## config.mk

```make
export PLATFORM = sky130hd
export DESIGN_NAME = mul_serial
export DESIGN_NICKNAME = d
export VERILOG_FILES = /design/src/rtl/mul_serial.sv
export SDC_FILE = /design/constraint.sdc
export NUM_CORES = 1
export LEC_CHECK = 0
export BUFFER_PORTS_ARGS = -buffer_cell sky130_fd_sc_hd__buf_2
export CORE_MARGIN = 4
export CORE_UTILIZATION = 60
export DETAILED_ROUTE_END_ITERATION = 8
export PLACE_DENSITY = 0.85
export SLEW_MARGIN = 30
export SYNTH_ARGS = -nofsm -noshare
export SYNTH_HDL_FRONTEND = slang
export SYNTH_SLANG_ARGS = --single-unit
```

## constraint.sdc

```tcl
create_clock -name clk -period 4.4 [get_ports clk]
set_clock_uncertainty 0.05 [all_clocks]
set_input_delay 0.66 -clock clk [delete_from_list [all_inputs] [get_ports clk]]
set_output_delay 0.66 -clock clk [all_outputs]
set_load 0.02 [all_outputs]
```

## src/rtl/mul_serial.sv

```systemverilog
// mul_serial: bit-serial signed shift-and-add multiplier.
// Takes one signed operand pair and produces the full-precision product
// over IWIDTH cycles. A one-cycle o_valid pulse carries the product and the
// captured accumulate flag to the downstream accumulator.
// Ports:
//   clk, rst         clock, synchronous active-high reset
//   i_clr            synchronous abort of any operation in flight
//   i_valid/o_ready  operand handshake (accept = i_valid & o_ready)
//   i_a, i_b         signed multiplicand / multiplier
//   i_acc            accumulate flag, returned on o_acc with the result
//   o_valid          one-cycle result pulse
//   o_acc, o_data    captured flag and sign-extended product (held between pulses)
module mul_serial #(
  parameter int IWIDTH = 16,
  parameter int OWIDTH = 32
) (
  input  logic              clk,
  input  logic              rst,
  input  logic              i_clr,
  input  logic              i_valid,
  output logic              o_ready,
  input  logic [IWIDTH-1:0] i_a,
  input  logic [IWIDTH-1:0] i_b,
  input  logic              i_acc,
  output logic              o_valid,
  output logic              o_acc,
  output logic [OWIDTH-1:0] o_data
);

  localparam int PW = 2 * IWIDTH;
  localparam int KW = $clog2(IWIDTH);

  typedef enum logic [1:0] {
    S_IDLE,
    S_BUSY,
    S_DONE
  } state_e;

  state_e            state_q, state_d;
  logic [PW-1:0]     m_q, m_d;
  logic [IWIDTH-1:0] q_q, q_d;
  logic [PW-1:0]     p_q, p_d;
  logic [KW-1:0]     k_q, k_d;
  logic              acc_q, acc_d;
  logic              oacc_q, oacc_d;
  logic [OWIDTH-1:0] data_q, data_d;

  logic accept;
  logic last_bit;

  assign o_ready = (state_q != S_BUSY);
  assign o_valid = (state_q == S_DONE);
  assign o_acc   = oacc_q;
  assign o_data  = data_q;

  always_comb begin
    state_d  = state_q;
    m_d      = m_q;
    q_d      = q_q;
    p_d      = p_q;
    k_d      = k_q;
    acc_d    = acc_q;
    oacc_d   = oacc_q;
    data_d   = data_q;
    accept   = i_valid & o_ready;
    last_bit = (k_q == KW'(IWIDTH - 1));

    if (i_clr) begin
      state_d = S_IDLE;
      p_d     = '0;
      k_d     = '0;
      acc_d   = 1'b0;
      oacc_d  = 1'b0;
    end else begin
      unique case (state_q)
        S_IDLE, S_DONE: begin
          if (accept) begin
            m_d     = PW'($signed(i_a));
            q_d     = i_b;
            acc_d   = i_acc;
            p_d     = '0;
            k_d     = '0;
            state_d = S_BUSY;
          end else begin
            state_d = S_IDLE;
          end
        end
        S_BUSY: begin
          // The multiplier MSB carries negative weight in two's complement,
          // so its partial product is subtracted rather than added.
          if (q_q[0]) begin
            p_d = last_bit ? (p_q - m_q) : (p_q + m_q);
          end
          m_d = m_q << 1;
          q_d = q_q >> 1;
          k_d = k_q + 1'b1;
          if (last_bit) begin
            state_d = S_DONE;
            // Output registers are separate from P/acc so they stay stable
            // while a back-to-back operation is already running.
            data_d  = OWIDTH'($signed(p_d));
            oacc_d  = acc_q;
          end
        end
        default: state_d = S_IDLE;
      endcase
    end
  end

  always_ff @(posedge clk) begin
    if (rst) begin
      state_q <= S_IDLE;
      m_q     <= '0;
      q_q     <= '0;
      p_q     <= '0;
      k_q     <= '0;
      acc_q   <= 1'b0;
      oacc_q  <= 1'b0;
      data_q  <= '0;
    end else begin
      state_q <= state_d;
      m_q     <= m_d;
      q_q     <= q_d;
      p_q     <= p_d;
      k_q     <= k_d;
      acc_q   <= acc_d;
      oacc_q  <= oacc_d;
      data_q  <= data_d;
    end
  end

endmodule
```

==> impl_metrics.json <==
{
  "status": "completed",
  "grt_max_degree": 93,
  "internal_power_w": 0.00219,
  "setup_violations": 0,
  "path_max_fanout": 8,
  "grt_first_pass_wirelength_mm": 30.5,
  "max_clock_freq_mhz": 244,
  "die_w_um": 118,
  "rows": 40,
  "drc": 0,
  "dp_hpwl_mm": 12.3,
  "fp.dieH_um": 118,
  "ys_seq_elements": 120,
  "dp.cells": 1095,
  "reg2reg_from": "m_q[6]$_SDFFE_PP0P_",
  "num-fill-cells": 993,
  "power.total_w": 0.00309,
  "cts_setup_buffers": 0,
  "clock_path_buffers": 2,
  "antenna_found_initial": 0,
  "relSlewSlack": 0.447,
  "clk_latency_ps": 430,
  "clock-root-buffer": "clkbuf_16",
  "fin_crit_sh": 0.932,
  "path_class": "reg -> reg",
  "swShare": 0.291,
  "dp_slack_ps": 312,
  "ys_seq_area_frac": 0.329,
  "seq_power_share": 0.379,
  "tightest_slew_ps": 823,
  "cts.sinks": 120,
  "p_sw_w": 0.000900,
  "synth-simple-area-share": 0.221,
  "final_util": 0.687,
  "portBuffers": 71,
  "drt-initial-drc-count": 563,
  "worstHoldPathCells": 2,
  "powerDensity_nw_per_um2": 376,
  "cts_tree": "yes",
  "min_path_type": "reg -> reg",
  "peakVddDrop_v": 0.000238,
  "rrSetupSlack_ps": 300,
  "vias": 6854,
  "wl_mm": 18.2,
  "routed_via_density": 6.08,
  "setup.worst_path.start_class": "flip-flop",
  "path_clk_slew_ps": 60,
  "post_cts_resize_count": 0,
  "combinationalPowerShare": 0.177,
  "yosysUniqueCellTypes": 61,
  "numCtsBuffers": 17,
  "overflow": 0,
  "ys_warn_count": 0,
  "grt_pass1_vias": 6162,
  "ant_nets": 0,
  "required_ps": 4640,
  "ys.flop_type": "dfxtp_1",
  "hold_violations": 0,
  "synth_area_um2": 7290,
  "core-area_um2": 12000,
  "arrival_ps": 4340,
  "clockPowerShare": 0.445,
  "synth_compound_area_frac": 0.248,
  "worstHoldStart": "o_data[5]$_SDFFE_PP0P_",
  "synth_nets": 1009,
  "final_nets": 1038,
  "rr_worst_depth": 16,
  "avgSynthCellArea_um2": 7.77,
  "layout_min_cycle_time_ps": 4100,
  "drv_slew": 0,
  "place_congestion": 0.970,
  "syn_inst": 938,
  "synth_edf_count": 0,
  "total_leakage_power_nw": 3.36,
  "r2r-end": "p_q[31]$_SDFFE_PP0P_",
  "fin_ws_ps": 301,
  "avgRoutedWirePerCell_um": 16.1,
  "setup.worst_path.end_class": "flip-flop",
  "synth_fa_ha_area_frac": 0.0594,
  "async_flop_share": 0,
  "antenna_cells": 0,
  "cts_hold_buf": 0,
  "rsz0062_at_grt": "no",
  "ios": 72,
  "syn_to_final_growth_pct": 12.8,
  "drv_cap": 0,
  "drive_gt1_frac": 0.145,
  "start_util": 0.610,
  "cts_max_level": 4,
  "synth.area.mux_share": 0.0257,
  "grt_usage": 0.265,
  "mostFrequentLayoutCells": "nor2_1 (131), dfxtp_1 (120), nand2_1 (114), a21oi_1 (84), buf_2 (71)",
  "instances_no_fill": 1127,
  "synth_xor_area_frac": 0.0695,
  "final_common_cell": "nor2_1",
  "synth_top_family_by_area": "compound AO/OA/AOI/OAI gates",
  "dieArea_um2": 14000,
  "min_to": "o_data[5]$_SDFFE_PP0P_",
  "drtPass1Iterations": 6,
  "setup_tns_ps": 0
}
==> power by group through the flow <==
stage | sequential (W) | clock, W | combinational [W]
finish | 0.00117 | 0.00138 | 0.000547
floorplan | 0.00118 | 0 | 0.000432
global route | 0.00118 | 0.00144 | 0.000609
detailed placement | 0.00119 | 0 | 0.000536
CTS | 0.00117 | 0.00138 | 0.000541
global placement | 0.00119 | 0 | 0.000527
==> critical path, cell delays in order (launching register included) <==
cell	delay (ps)
dfxtp_1	370
nor4_2	420
and3_2	300
nand3_1	90
or2_1	270
o31ai_1	280
xor2_1	170
ha_1	330
a21o_1	190
a21oi_1	140
nor2b_1	80
a2111o_1	400
a31oi_1	210
o31ai_2	110
xnor2_2	220
mux2i_1	240
o31ai_2	70
==> layout make-up <==
| class | count | area (um^2) | area share |
|---|---|---|---|
| sequential | 120 | 2400 | 0.292 |
| tap | 147 | 184 | 0.0224 |
| clock buffer | 20 | 457 | 0.0555 |
| inverter | 14 | 52.6 | 0.00639 |
| multi-input combinational | 733 | 4570 | 0.556 |
| clock inverter | 12 | 126 | 0.0154 |
| timing repair buffer | 81 | 430 | 0.0523 |
==> cells in the mapped netlist (7+ instances only) <==
library cell | n | area, um^2
a211oi_1 | 42 | 315
a21o_1 | 14 | 105
a21oi_1 | 84 | 420
a22oi_1 | 9 | 67.6
a311oi_1 | 34 | 298
a31oi_1 | 12 | 75.1
clkbuf_1 | 60 | 225
dfxtp_1 | 120 | 2400
ha_1 | 33 | 413
inv_1 | 13 | 48.8
mux2i_1 | 12 | 120
nand2_1 | 114 | 428
nand2b_1 | 10 | 62.6
nand3_1 | 24 | 120
nand4_1 | 9 | 56.3
nor2_1 | 132 | 495
nor2b_1 | 17 | 106
nor3_1 | 12 | 60.1
o21ai_0 | 36 | 180
o21bai_1 | 7 | 52.6
or3_1 | 7 | 43.8
xnor2_1 | 32 | 280
xor2_1 | 24 | 210
==> cells by family after synthesis <==
kind of cell / Yosys count
AOI/OAI and AO/OA: 271
muxes: 18
adders and majority gates: 34
buffers and inverters: 85
DFF: 120
xor gates and xnor gates: 57
and+or+nand+nor: 353
==> metrics by stage <==
step	area, um^2	hold WS, ps
CTS	8220	401
global route	8220	416
global placement	7640	387
detailed placement	7640	395
finish	8220	399
floorplan	7290	387
==> how the worst max path moves through the flow <==
stage / endpoint / startpoint / slack (ps)
finish: p_q[31]$_SDFFE_PP0P_ / m_q[6]$_SDFFE_PP0P_ / 300
global route: p_q[31]$_SDFFE_PP0P_ / m_q[6]$_SDFFE_PP0P_ / 20
CTS: p_q[31]$_SDFFE_PP0P_ / m_q[6]$_SDFFE_PP0P_ / 280
detailed placement: p_q[31]$_SDFFE_PP0P_ / m_q[6]$_SDFFE_PP0P_ / 310
global placement: p_q[31]$_SDFFE_PP0P_ / m_q[6]$_SDFFE_PP0P_ / 390
floorplan: p_q[31]$_SDFFE_PP0P_ / m_q[2]$_SDFFE_PP0P_ / 440
==> registers in the layout (all words and copies together), names as in the netlist <==
name	count
m_q	32
o_acc	1
k_q	4
p_q	32
state_q	2
o_data	32
acc_q	1
q_q	16
==> metal layers <==
layer,share of wire,track usage
met1,0.46,0.366
met2,0.44,0.406
met3,0.085,0.0651
met4,0.016,0.0886
met5,0,0
Power figures use the tool's default switching activity.
